File: config.mk
export PLATFORM = sky130hd
export DESIGN_NAME = instruction_encoder_flat
export DESIGN_NICKNAME = d
export VERILOG_FILES = /design/src/rtl/instruction_encoder_if.sv /design/src/rtl/instruction_encoder.sv /design/src/flat_wrapper.sv
export SDC_FILE = /design/constraint.sdc
export NUM_CORES = 1
export LEC_CHECK = 0
export CORE_ASPECT_RATIO = 1.5
export CORE_MARGIN = 4
export CORE_UTILIZATION = 46
export CTS_BUF_LIST = sky130_fd_sc_hd__clkbuf_4
export DETAILED_ROUTE_END_ITERATION = 8
export PLACE_DENSITY = 0.89
export RECOVER_POWER = 100
export SYNTH_ARGS = -nofsm -noshare
export SYNTH_HDL_FRONTEND = slang
export SYNTH_SLANG_ARGS = --single-unit
File: constraint.sdc
create_clock -name clk -period 2.6 [get_ports clk]
set_clock_uncertainty 0.05 [all_clocks]
set_input_delay 0.52 -clock clk [delete_from_list [all_inputs] [get_ports clk]]
set_output_delay 0.52 -clock clk [all_outputs]
set_load 0.01 [all_outputs]
File: src/rtl/instruction_encoder_if.sv
// Field-bundle input stream and imem write-beat output stream of the miniRV instruction encoder.
// The master side is the loader/imem pair; the slave side is the encoder.
interface instruction_encoder_if #(
    parameter int ADDR_W = 8
);
    logic              in_valid;
    logic              in_ready;
    logic              r_type;
    logic              i_type;
    logic              s_type;
    logic              u_type;
    logic [6:0]        opcode;
    logic [4:0]        rd;
    logic [4:0]        rs1;
    logic [4:0]        rs2;
    logic [2:0]        funct3;
    logic [6:0]        funct7;
    logic [31:0]       imm;
    logic              out_valid;
    logic              out_ready;
    logic [31:0]       out_instr;
    logic [ADDR_W-1:0] out_addr;
    logic              out_illegal;

    modport master (
        output in_valid, r_type, i_type, s_type, u_type, opcode, rd, rs1, rs2,
               funct3, funct7, imm, out_ready,
        input  in_ready, out_valid, out_instr, out_addr, out_illegal
    );

    modport slave (
        input  in_valid, r_type, i_type, s_type, u_type, opcode, rd, rs1, rs2,
               funct3, funct7, imm, out_ready,
        output in_ready, out_valid, out_instr, out_addr, out_illegal
    );
endinterface

File: src/rtl/instruction_encoder.sv
// Packs decoded miniRV fields into R/I/S/U instruction words and streams them as
// sequential imem write beats with an auto-incrementing word address.
module instruction_encoder #(
    parameter int ADDR_W    = 8,
    parameter int BASE_ADDR = 0,
    parameter int PROG_LEN  = 256
) (
    input  logic                   clk,
    input  logic                   rst,
    input  logic                   start,
    instruction_encoder_if.slave   bus,
    output logic                   busy,
    output logic                   done,
    output logic [7:0]             err_cnt
);
    localparam int                CNT_W    = ADDR_W + 1;
    localparam logic [CNT_W-1:0]  PLEN     = CNT_W'(PROG_LEN);
    localparam logic [CNT_W-1:0]  LAST     = CNT_W'(PROG_LEN - 1);
    localparam logic [ADDR_W-1:0] BASE     = ADDR_W'(BASE_ADDR);

    typedef enum logic [1:0] {
        ST_IDLE = 2'd0,
        ST_RUN  = 2'd1,
        ST_DONE = 2'd2
    } state_t;

    state_t            state_q, state_d;
    logic              out_valid_q, out_valid_d;
    logic [31:0]       out_instr_q, out_instr_d;
    logic [ADDR_W-1:0] out_addr_q, out_addr_d;
    logic              out_illegal_q, out_illegal_d;
    logic [7:0]        err_cnt_q, err_cnt_d;
    logic [CNT_W-1:0]  acc_cnt_q, acc_cnt_d;
    logic [CNT_W-1:0]  emit_cnt_q, emit_cnt_d;

    logic [3:0]        flags;
    logic              one_hot;
    logic              imm_fits12;
    logic              imm_low_zero;
    logic              enc_illegal;
    logic [31:0]       enc_word;
    logic              in_ready_w;
    logic              in_acc;
    logic              out_hs;

    // Combinational encoder: any rule violation yields a zero word flagged illegal.
    always_comb begin
        flags        = {bus.u_type, bus.s_type, bus.i_type, bus.r_type};
        one_hot      = (flags != 4'd0) && ((flags & (flags - 4'd1)) == 4'd0);
        imm_fits12   = (&bus.imm[31:11]) || !(|bus.imm[31:11]);
        imm_low_zero = (bus.imm[11:0] == 12'd0);
        enc_word     = 32'd0;
        enc_illegal  = 1'b1;
        if (one_hot) begin
            if (bus.r_type) begin
                enc_word    = {bus.funct7, bus.rs2, bus.rs1, bus.funct3, bus.rd, bus.opcode};
                enc_illegal = 1'b0;
            end else if (bus.i_type) begin
                if (imm_fits12) begin
                    enc_word    = {bus.imm[11:0], bus.rs1, bus.funct3, bus.rd, bus.opcode};
                    enc_illegal = 1'b0;
                end
            end else if (bus.s_type) begin
                if (imm_fits12) begin
                    enc_word    = {bus.imm[11:5], bus.rs2, bus.rs1, bus.funct3,
                                   bus.imm[4:0], bus.opcode};
                    enc_illegal = 1'b0;
                end
            end else begin
                if (imm_low_zero) begin
                    enc_word    = {bus.imm[31:12], bus.rd, bus.opcode};
                    enc_illegal = 1'b0;
                end
            end
        end
    end

    // Accept count gates in_ready so no bundle is taken beyond the program length,
    // including in the cycle where the final beat drains.
    assign in_ready_w = (state_q == ST_RUN) && (!out_valid_q || bus.out_ready)
                        && (acc_cnt_q != PLEN);
    assign in_acc     = bus.in_valid && in_ready_w;
    assign out_hs     = out_valid_q && bus.out_ready;

    always_comb begin
        state_d       = state_q;
        out_valid_d   = out_valid_q;
        out_instr_d   = out_instr_q;
        out_addr_d    = out_addr_q;
        out_illegal_d = out_illegal_q;
        err_cnt_d     = err_cnt_q;
        acc_cnt_d     = acc_cnt_q;
        emit_cnt_d    = emit_cnt_q;
        case (state_q)
            ST_IDLE, ST_DONE: begin
                if (start) begin
                    state_d    = ST_RUN;
                    out_addr_d = BASE;
                    emit_cnt_d = '0;
                    acc_cnt_d  = '0;
                    err_cnt_d  = 8'd0;
                end
            end
            ST_RUN: begin
                if (out_hs) begin
                    out_addr_d = out_addr_q + 1'b1;
                    emit_cnt_d = emit_cnt_q + 1'b1;
                    if (out_illegal_q && (err_cnt_q != 8'hFF)) begin
                        err_cnt_d = err_cnt_q + 8'd1;
                    end
                    if (emit_cnt_q == LAST) begin
                        state_d = ST_DONE;
                    end
                end
                if (in_acc) begin
                    out_valid_d   = 1'b1;
                    out_instr_d   = enc_word;
                    out_illegal_d = enc_illegal;
                    acc_cnt_d     = acc_cnt_q + 1'b1;
                end else if (out_hs) begin
                    out_valid_d = 1'b0;
                end
            end
            default: begin
                state_d = ST_IDLE;
            end
        endcase
    end

    always_ff @(posedge clk) begin
        if (rst) begin
            state_q       <= ST_IDLE;
            out_valid_q   <= 1'b0;
            out_instr_q   <= 32'd0;
            out_addr_q    <= BASE;
            out_illegal_q <= 1'b0;
            err_cnt_q     <= 8'd0;
            acc_cnt_q     <= '0;
            emit_cnt_q    <= '0;
        end else begin
            state_q       <= state_d;
            out_valid_q   <= out_valid_d;
            out_instr_q   <= out_instr_d;
            out_addr_q    <= out_addr_d;
            out_illegal_q <= out_illegal_d;
            err_cnt_q     <= err_cnt_d;
            acc_cnt_q     <= acc_cnt_d;
            emit_cnt_q    <= emit_cnt_d;
        end
    end

    assign bus.in_ready    = in_ready_w;
    assign bus.out_valid   = out_valid_q;
    assign bus.out_instr   = out_instr_q;
    assign bus.out_addr    = out_addr_q;
    assign bus.out_illegal = out_illegal_q;
    assign busy            = (state_q == ST_RUN);
    assign done            = (state_q == ST_DONE);
    assign err_cnt         = err_cnt_q;
endmodule

File: src/flat_wrapper.sv
// flat-port wrapper written by rule: the top's interface ports become plain ports
module instruction_encoder_flat 
#(
    parameter int ADDR_W    = 8,
    parameter int BASE_ADDR = 0,
    parameter int PROG_LEN  = 256
)
  (clk, rst, start, busy, done, err_cnt, bus_in_valid, bus_r_type, bus_i_type, bus_s_type, bus_u_type, bus_opcode, bus_rd, bus_rs1, bus_rs2, bus_funct3, bus_funct7, bus_imm, bus_out_ready, bus_in_ready, bus_out_valid, bus_out_instr, bus_out_addr, bus_out_illegal);
  instruction_encoder_if #(.ADDR_W(ADDR_W)) bus_i ();
  input  logic clk;
  input  logic rst;
  input  logic start;
  output logic busy;
  output logic done;
  output logic [7:0] err_cnt;
  input wire logic [$bits(bus_i.in_valid)-1:0] bus_in_valid;
  input wire logic [$bits(bus_i.r_type)-1:0] bus_r_type;
  input wire logic [$bits(bus_i.i_type)-1:0] bus_i_type;
  input wire logic [$bits(bus_i.s_type)-1:0] bus_s_type;
  input wire logic [$bits(bus_i.u_type)-1:0] bus_u_type;
  input wire logic [$bits(bus_i.opcode)-1:0] bus_opcode;
  input wire logic [$bits(bus_i.rd)-1:0] bus_rd;
  input wire logic [$bits(bus_i.rs1)-1:0] bus_rs1;
  input wire logic [$bits(bus_i.rs2)-1:0] bus_rs2;
  input wire logic [$bits(bus_i.funct3)-1:0] bus_funct3;
  input wire logic [$bits(bus_i.funct7)-1:0] bus_funct7;
  input wire logic [$bits(bus_i.imm)-1:0] bus_imm;
  input wire logic [$bits(bus_i.out_ready)-1:0] bus_out_ready;
  output wire logic [$bits(bus_i.in_ready)-1:0] bus_in_ready;
  output wire logic [$bits(bus_i.out_valid)-1:0] bus_out_valid;
  output wire logic [$bits(bus_i.out_instr)-1:0] bus_out_instr;
  output wire logic [$bits(bus_i.out_addr)-1:0] bus_out_addr;
  output wire logic [$bits(bus_i.out_illegal)-1:0] bus_out_illegal;
  assign bus_i.in_valid = bus_in_valid;
  assign bus_i.r_type = bus_r_type;
  assign bus_i.i_type = bus_i_type;
  assign bus_i.s_type = bus_s_type;
  assign bus_i.u_type = bus_u_type;
  assign bus_i.opcode = bus_opcode;
  assign bus_i.rd = bus_rd;
  assign bus_i.rs1 = bus_rs1;
  assign bus_i.rs2 = bus_rs2;
  assign bus_i.funct3 = bus_funct3;
  assign bus_i.funct7 = bus_funct7;
  assign bus_i.imm = bus_imm;
  assign bus_i.out_ready = bus_out_ready;
  assign bus_in_ready = bus_i.in_ready;
  assign bus_out_valid = bus_i.out_valid;
  assign bus_out_instr = bus_i.out_instr;
  assign bus_out_addr = bus_i.out_addr;
  assign bus_out_illegal = bus_i.out_illegal;
  instruction_encoder #(.ADDR_W(ADDR_W), .BASE_ADDR(BASE_ADDR), .PROG_LEN(PROG_LEN)) u_core (.clk(clk), .rst(rst), .start(start), .bus(bus_i), .busy(busy), .done(done), .err_cnt(err_cnt));
endmodule
==> results of run 1 <==
## power breakdown
group / internal, µW / switching [µW]
logic: 168 / 164
registers: 1080 / 11.3
clock network: 202 / 363
total: 1450 / 539
## logic make-up (layout without fill, tap and decap cells)
group	count (synthesis)	after routing	share of synthesized area, %
AO/OA/AOI/OAI	117	117	24.5
XOR/XNOR	21	21	5.06
adder cells (fa/ha/maj)	6	6	2.07
buffers and inverters	34	182	3.75
flip-flops	70	70	38.6
AND/OR/NAND/NOR	174	174	26.1
## layer usage
layer	part of all wire, %	vias to the layer above	routed length, µm
met4	3.0	0	346
met1	36	1821	4060
met2	53	165	6030
li1	-	1879	-
met5	0	-	0
met3	8.5	30	966
## worst max-delay path: stages
cell	delay [ns]
dlygate4sd3_1	0.65
nand4_1	0.12
nor4_1	0.56
a22oi_1	0.19
clkbuf_2	0.22
o31ai_4	0.34
a22o_1	0.20
## layout make-up
| cell class | instances | area, µm² | share of cell area (%) |
|---|---|---|---|
| Clock inverter | 3 | 13.8 | 0.262 |
| Clock buffer | 11 | 82.6 | 1.57 |
| Inverter | 11 | 41.3 | 0.786 |
| Sequential cell | 70 | 1400 | 26.7 |
| Tap cell | 102 | 128 | 2.43 |
| Multi-Input combinational cell | 318 | 2080 | 39.7 |
| Timing Repair Buffer | 157 | 1500 | 28.5 |
## through the flow
step                      instances  hold slack [ns]  power (µW)
after floorplan                 422            0.397        1240
after global placement          658            0.385        1450
after detailed placement        658            0.393        1460
after CTS                       672            0.416        2010
after global routing            672            0.446        2070
final                           672            0.411        1990
## worst max path at each step
stage	from	end	slack [ns]
detailed placement	bus_imm[21]	u_core.bus.out_instr[1]	-0.04
global placement	bus_out_ready	bus_in_ready	0.003
global route	rst	u_core.err_cnt[7]	0.07
CTS	u_core.acc_cnt_q[0]	bus_in_ready	0.20
finish	bus_imm[21]	u_core.bus.out_instr[1]	0.12
floorplan	u_core.acc_cnt_q[0]	u_core.bus.out_instr[17]	0.49
## Yosys cell counts, drive strengths merged
library cell	number	share of area [%]
or4	2	0.41
or2	1	0.17
nand4b	2	0.48
a21oi	34	4.9
a21boi	1	0.21
nand4	10	1.7
buf	8	1.1
nor3	5	1.0
a221o	13	3.6
a211oi	4	0.83
or3	4	0.69
inv	11	1.1
ha	6	2.1
nand2	35	3.6
o21ai	8	1.1
a32o	1	0.28
nor4	9	2.1
clkbuf	15	1.5
dfxtp	70	39
a22oi	6	1.2
nor2	38	3.9
xor2	12	2.9
nand2b	9	1.6
a22o	8	1.9
o31ai	9	2.2
a31oi	7	1.2
a311oi	5	1.2
and4b	1	0.28
nor4b	4	1.3
a32oi	1	0.24
and4	3	0.72
and3	7	1.2
a2111oi	3	1.2
o211ai	1	0.21
o2111ai	1	0.24
a221oi	7	2.2
and2	6	1.0
a21o	7	1.4
a211o	1	0.24
nand3	34	5.0
nor2b	3	0.52
nand3b	1	0.21
xnor2	9	2.2
## state kept, by name, indices dropped and copies added, names as in the netlist
name                    count
u_core.acc_cnt_q            9
u_core.bus.out_addr         8
u_core.bus.out_illegal      1
u_core.bus.out_instr       32
u_core.bus.out_valid        1
u_core.emit_cnt_q           9
u_core.err_cnt              8
u_core.state_q              2
## placed cells by master (no fill, tap or decap), types with 3 or more instances in the layout
cell and count:
ha_1 6, a21oi_1 33, a31oi_1 7, and3_1 7, nor2_1 38, a22o_1 8
a221o_1 13, a211oi_1 4, nor3_1 4, clkdlybuf4s50_1 71, o31ai_1 8, o21ai_0 8
dfxtp_1 68, nand3_1 33, dlygate4sd3_1 53, nand2_1 35, a21o_1 7, clkbuf_1 3
xor2_1 12, inv_1 10, nor4_1 8, a311oi_1 5, a22oi_1 6, nand4_1 10
or3_1 4, nand2b_1 9, a221oi_1 6, clkbuf_4 11, and4_1 3, buf_4 25
nor2b_1 3, and2_1 6, xnor2_1 9
==> results.cfg, run 1 <==
[clock_network]
clk_pin_slew_ns = 0.10
ctsResizeCount = 3
cts_tree = done
cts-root-buf = clkbuf_4
hold_buffers = 0
cts-buffers-inserted = 9
htree_num_levels = 3
postCtsSetupBuffers = 0
clk_path_buf_depth = 2
clock-sinks = 70
clk-insertion-delay-late_ns = 0.42

[die]
num_rows = 39
ios = 126
start_util_pct = 47.4
die_h_um = 117
dieArea_um2 = 9410
dieWidth_um = 80.6
fp.coreArea_um2 = 7660

[synth]
syn_inst = 422
syn_nets = 501
synth_area_um2 = 3630
ys_warn_count = 0
ys_seq_area_share_pct = 38.6
synth.ff_latch_count = 70
syn_avg_cell_area_um2 = 8.61
synth_cell_types = 56

[drt]
viasPerCell = 5.80
vias = 3895
drtIter0Drc = 236
routedWlPerCell_um = 17.0
routed_wl_um = 11400
postRouteAntennaNets = 0
first_pass_iters = 5
drcViolationCount = 0

[critical_path]
timing.rr.end = u_core.bus.out_instr[1]
worstReg2RegStart = u_core.acc_cnt_q[0]
worstPathRequired_ns = 2.92
crit_path_start_kind = input pin
path_max_fanout = 7
reg2reg_depth = 8
cp-end-kind = register
ff2ff_setup_slack_ns = 0.27
arrival_ns = 2.80
critical_path_class = input pin to register

[timing]
setup_viol = 0
setup_slack_ns = 0.119
fin_crit_sh_pct = 95.4
min_period_ns = 2.48
worst_slew_pin_slew_ns = 0.818
fmax_mhz = 403
fin_setup_tns_ns = 0
slew_violations = 0
slew_headroom_pct = 44.9
rsz0062_at_grt = false
finalHoldViolCount = 0

[pwr]
powerDensity_nw_per_um2 = 379
p_leak_uw = 0.00204
irDropWorstVdd_mv = 0.268

[layout]
nets = 646
diodes = 0
final_area_um2 = 5250
syn2layout_area_growth_pct = 44.5
fillers = 601
drive_gt1_share_pct = 9.65
utilization_pct = 68.5

[global_route]
grt_usage_pct = 25.5
grt_use_met1_pct = 25.6
grt_max_degree = 30
met2_usage_pct = 47.1
grt_busiest_layer = met2
antenna_found_initial = 0
grt-ovfl-total = 0
grt_pass1_vias = 4074
grt_pass1_wl_um = 18800
grt_use_met3_pct = 6.74

[job]
drv_cap = 0

[run_status]
outcome = completed

[min_path]
hold_depth = 2
min_path_type = register to register
holdCritStartpoint = u_core.bus.out_instr[26]
hold_path_end = u_core.bus.out_instr[26]

[place]
place_ws_ns = -0.0384
hpwl_um = 9110
gp_congestion = 0.937
port_buffers = 125
dpl-instance-area_um2 = 5180
No activity file was read; power rests on OpenSTA's default activity.
==> run 2, diff against run 1 <==
CORE_MARGIN = default   (was 4)
==> run 2 against run 1 <==
Effect of this change: sequential cell count unchanged; global-route usage up 2.3 points; cell count unchanged; cell area down 0.12%; utilization up 0.36 points; combinational power about the same; critical path depth unchanged; power up 7.1%; die area down 12%; fmax up 0.84%; largest cell class unchanged.
==> results.cfg, run 2 (synthesis gave the netlist of run 1 again) <==
[pwr]
powerDensity_nw_per_um2 = 406
p_leak_uw = 0.00203
irDropWorstVdd_mv = 0.293

[timing]
worst_slew_pin_slew_ns = 0.783
fin_crit_sh_pct = 94.6
fin_setup_tns_ns = 0
rsz0062_at_grt = false
fmax_mhz = 406
min_period_ns = 2.46
setup_viol = 0
slew_violations = 0
finalHoldViolCount = 0
whs_ns = 0.426
slew_headroom_pct = 47.3

[critical_path]
crit_chain = dlygate4sd3_1, inv_1, clkbuf_1, a2111oi_4, nand3_4, o31ai_2, a22o_1
crit_buf_inv = 3
crit_slowest_cell = dlygate4sd3_1
cp-end-kind = register
cp_top_family = compound AO/OA/AOI/OAI gates
slowest_delay_ns = 0.61
path_max_fanout = 7
arrival_ns = 2.79
critical_path_class = input pin to register
crit_path_start_kind = input pin
worstPathRequired_ns = 2.93

[global_route]
grt-ovfl-total = 0
grt_pass1_wl_um = 17700
grt_pass1_vias = 3928
grt_max_degree = 31
grt_usage_pct = 27.8
antenna_found_initial = 0

[layout]
mostFrequentLayoutCell = clkdlybuf4s50_1
final_cell_mix = 70 x clkdlybuf4s50_1, 68 x dfxtp_1, 54 x dlygate4sd3_1
drive_gt1_share_pct = 9.47
diodes = 0
nets = 644
largest_reg_flops = 32
utilization_pct = 68.9
syn2layout_area_growth_pct = 44.4

[place]
port_buffers = 125
gp_congestion = 0.893
hpwl_um = 8660

[clock_network]
htree_num_levels = 3
hold_buffers = 0
clk_pin_slew_ns = 0.11
cts_tree = done
cts-root-buf = clkbuf_4
clk-insertion-delay-late_ns = 0.44
cts-buffers-inserted = 9
clock-sinks = 70
postCtsSetupBuffers = 0
clk_path_buf_depth = 2

[job]
drv_cap = 0

[die]
ios = 126
dieWidth_um = 74.6
fp.coreArea_um2 = 7610
start_util_pct = 47.7
num_rows = 39
dieArea_um2 = 8270
die_h_um = 111

[drt]
postRouteAntennaNets = 0
viasPerCell = 5.92
routed_wl_um = 11200
first_pass_iters = 6
drcViolationCount = 0
routedWlPerCell_um = 16.7
drtIter0Drc = 217
vias = 3975

[min_path]
min_path_type = register to register

[run_status]
outcome = completed
## run 2: cell types whose count changed in the layout (fill, tap and decap cells not counted), sizes merged
cell,previous run,this run
dlygate4sd3,53,54
buf,27,26
clkdlybuf4s50,71,70
clkinvlp,0,2
clkbuf,16,14
bufinv,0,1
## run 2: metal layers
metal / track usage, % / vias to the layer above / wire (µm)
met1: 29.0 / 1878 / 4170
met5: 0 / - / 0
met3: 7.00 / 37 / 724
li1: - / 1882 / -
met4: 16.4 / 0 / 494
met2: 48.1 / 178 / 5800
## run 2: final cells by class
cell class                 instances  area, µm²
fill                             608       2370
sequential                        70       1400
tap                              102        128
clock inverter                     6       62.6
multi-input combinational        318       2070
timing repair buffer             155       1460
clock buffer                      10       75.1
inverter                          11       41.3
## run 2: path summary, 6_finish.rpt
check | from | to | slack, ns | depth (start not counted)
setup / recovery | bus_out_ready | u_core.bus.out_instr[2] | 0.14 | 7
hold reg to reg | u_core.bus.out_instr[26] | u_core.bus.out_instr[26] | 0.43 | 2
setup reg to reg | u_core.acc_cnt_q[0] | u_core.bus.out_instr[30] | 0.15 | 9
hold / removal | u_core.bus.out_instr[26] | u_core.bus.out_instr[26] | 0.43 | 2
## run 2: stage by stage
stage                     area [µm²]  total power (µW)  worst slack [ns]  std cells
after floorplan                 3630              1240             0.491        422
after global placement          5140              1440           -0.0406        656
after CTS                       5280              2140             0.151        672
after detailed placement        5140              1450           -0.0585        656
after global routing            5250              2200            0.0402        672
final                           5250              2130             0.140        672
## run 2: timing repair
item | 4_1_cts | 5_1_grt
setup endpoints to repair | 1 | 0
endpoints found under the hold margin | 0 | 0
resized for setup | 3 | 0
## run 2: power by group
| part | switching (µW) | internal, µW | total, µW |
|---|---|---|---|
| sequential | 11.2 | 1080 | 1090 |
| clock | 407 | 300 | 707 |
| combinational | 164 | 166 | 331 |
## run 2: tightest hold or removal path: stages, from the launching register on
cell	delay, ns
dfxtp_1	0.33
nand2_1	0.06
o31ai_1	0.05
==> run 3, diff against run 2 <==
CAP_MARGIN = 0   (was default)
SETUP_SLACK_MARGIN = 0.2   (was default)
==> run 3 against run 2 <==
Effect of this change: via count rose by 1.2%; largest power group unchanged; die area did not move; utilization about the same; routed wire length up 0.78%; cell count unchanged.
==> results.cfg, run 3 (synthesis gave the netlist of run 1 again) <==
[job]
drv_cap = 0

[global_route]
grt_max_degree = 31
grt_pass1_vias = 3934
antenna_found_initial = 0
grt_usage_pct = 27.8
grt_pass1_wl_um = 17700
grt-ovfl-total = 0

[clock_network]
clock-sinks = 70
clk_pin_slew_ns = 0.11
cts-buffers-inserted = 9
clk-insertion-delay-late_ns = 0.44
clk_path_buf_depth = 2
htree_num_levels = 3
cts-root-buf = clkbuf_4
hold_buffers = 0
cts_tree = done

[critical_path]
reg2reg_depth = 10
arrival_ns = 2.75
path_max_fanout = 8
timing.rr.end = u_core.acc_cnt_q[1]
worstPathRequired_ns = 2.93
crit_path_start_kind = input pin
worstReg2RegStart = u_core.acc_cnt_q[0]
endpoint = u_core.bus.out_instr[17]
ff2ff_setup_slack_ns = 0.23
setup.worst_path.start = bus_out_ready
cp-end-kind = register
critical_path_class = input pin to register

[drt]
vias = 4024
first_pass_iters = 5
postRouteAntennaNets = 0
routed_wl_um = 11300
drtIter0Drc = 204
routedWlPerCell_um = 16.8
drcViolationCount = 0
viasPerCell = 5.99

[timing]
fin_crit_sh_pct = 93.1
worst_slew_pin_slew_ns = 0.798
fmax_mhz = 413
rsz0062_at_grt = true
setup_viol = 0
min_period_ns = 2.42
slew_violations = 0
fin_setup_tns_ns = 0
finalHoldViolCount = 0
slew_headroom_pct = 46.2

[pwr]
powerDensity_nw_per_um2 = 406
p_leak_uw = 0.00203
irDropWorstVdd_mv = 0.289
total_power_uw = 2130

[place]
port_buffers = 125
dpl-instance-area_um2 = 5140
hpwl_um = 8660
gp_congestion = 0.893

[die]
start_util_pct = 47.7
dieWidth_um = 74.6
num_rows = 39
dieArea_um2 = 8270
fp.coreArea_um2 = 7610
die_h_um = 111
ios = 126

[layout]
final_area_um2 = 5250
drive_gt1_share_pct = 9.47
syn2layout_area_growth_pct = 44.4
nets = 644
mostFrequentLayoutCell = clkdlybuf4s50_1
diodes = 0
largest_reg_flops = 32
utilization_pct = 68.9
fillers = 605
final_cell_mix = 71 x clkdlybuf4s50_1, 69 x dfxtp_1, 53 x dlygate4sd3_1

[min_path]
min_path_type = register to register

[run_status]
outcome = completed
## run 3: cell types whose count changed in the layout (fill, tap and decap cells not counted), moves of 2 or more
| cell | before | now |
|---|---|---|
| and2_0 | 3 | 0 |
| and2_1 | 3 | 6 |
| buf_4 | 26 | 24 |
| clkbuf_2 | 0 | 2 |
## run 3: worst min path at each step
stage	start	endpoint	slack (ns)	cells past startpoint
after floorplan	u_core.acc_cnt_q[8]	u_core.acc_cnt_q[8]	0.40	2
after global placement	u_core.bus.out_instr[29]	u_core.bus.out_instr[29]	0.40	2
after detailed placement	u_core.bus.out_instr[29]	u_core.bus.out_instr[29]	0.40	2
after CTS	u_core.bus.out_instr[26]	u_core.bus.out_instr[26]	0.43	2
after global routing	u_core.bus.out_instr[25]	u_core.bus.out_instr[25]	0.44	2
final	u_core.bus.out_instr[26]	u_core.bus.out_instr[26]	0.43	2
## run 3: stage by stage
| stage | cells | hold WS (ns) | worst slack (ns) |
|---|---|---|---|
| 2_1_floorplan | 422 | 0.397 | 0.491 |
| 4_1_cts | 672 | 0.433 | 0.170 |
| 3_3_place_gp | 656 | 0.396 | -0.0406 |
| 6_report | 672 | 0.426 | 0.180 |
| 5_1_grt | 672 | 0.442 | 0.101 |
| 3_5_place_dp | 656 | 0.398 | -0.0585 |
## run 3: repair_timing
item / in CTS / in global routing
hold endpoints to repair: 0 / 0
gates resized for setup: 5 / 2
setup endpoints to repair: 13 / 2
setup buffers: 0 / 0
## run 3: layout make-up
| class | instances | area [µm²] | area share [%] |
|---|---|---|---|
| Clock buffer | 10 | 75.1 | 1.43 |
| Clock inverter | 6 | 62.6 | 1.19 |
| Inverter | 11 | 41.3 | 0.787 |
| Multi-Input combinational cell | 318 | 2090 | 39.8 |
| Sequential cell | 70 | 1400 | 26.7 |
| Tap cell | 102 | 128 | 2.43 |
| Timing Repair Buffer | 155 | 1450 | 27.6 |
## run 3: critical path: stages
cell	delay, ns
dlygate4sd3_1	0.62
inv_1	0.11
clkbuf_1	0.14
a2111oi_4	0.43
nand3_4	0.18
nor3_2	0.52
a221o_1	0.24
## run 3: report_power, final
group / switching, µW / internal [µW] / total, µW
combinational: 166 / 166 / 332
sequential: 11.6 / 1080 / 1090
clock: 407 / 300 / 707
total: 585 / 1550 / 2130
## run 3: routing by layer
| metal | share of wire [%] | GRT usage (%) | vias up | routed length, µm |
|---|---|---|---|---|
| met1 | 37 | 29.0 | 1898 | 4120 |
| li1 | - | - | 1883 | - |
| met3 | 7.0 | 7.00 | 41 | 785 |
| met5 | 0 | 0 | - | 0 |
| met2 | 52 | 48.3 | 202 | 5860 |
| met4 | 4.6 | 16.2 | 0 | 516 |
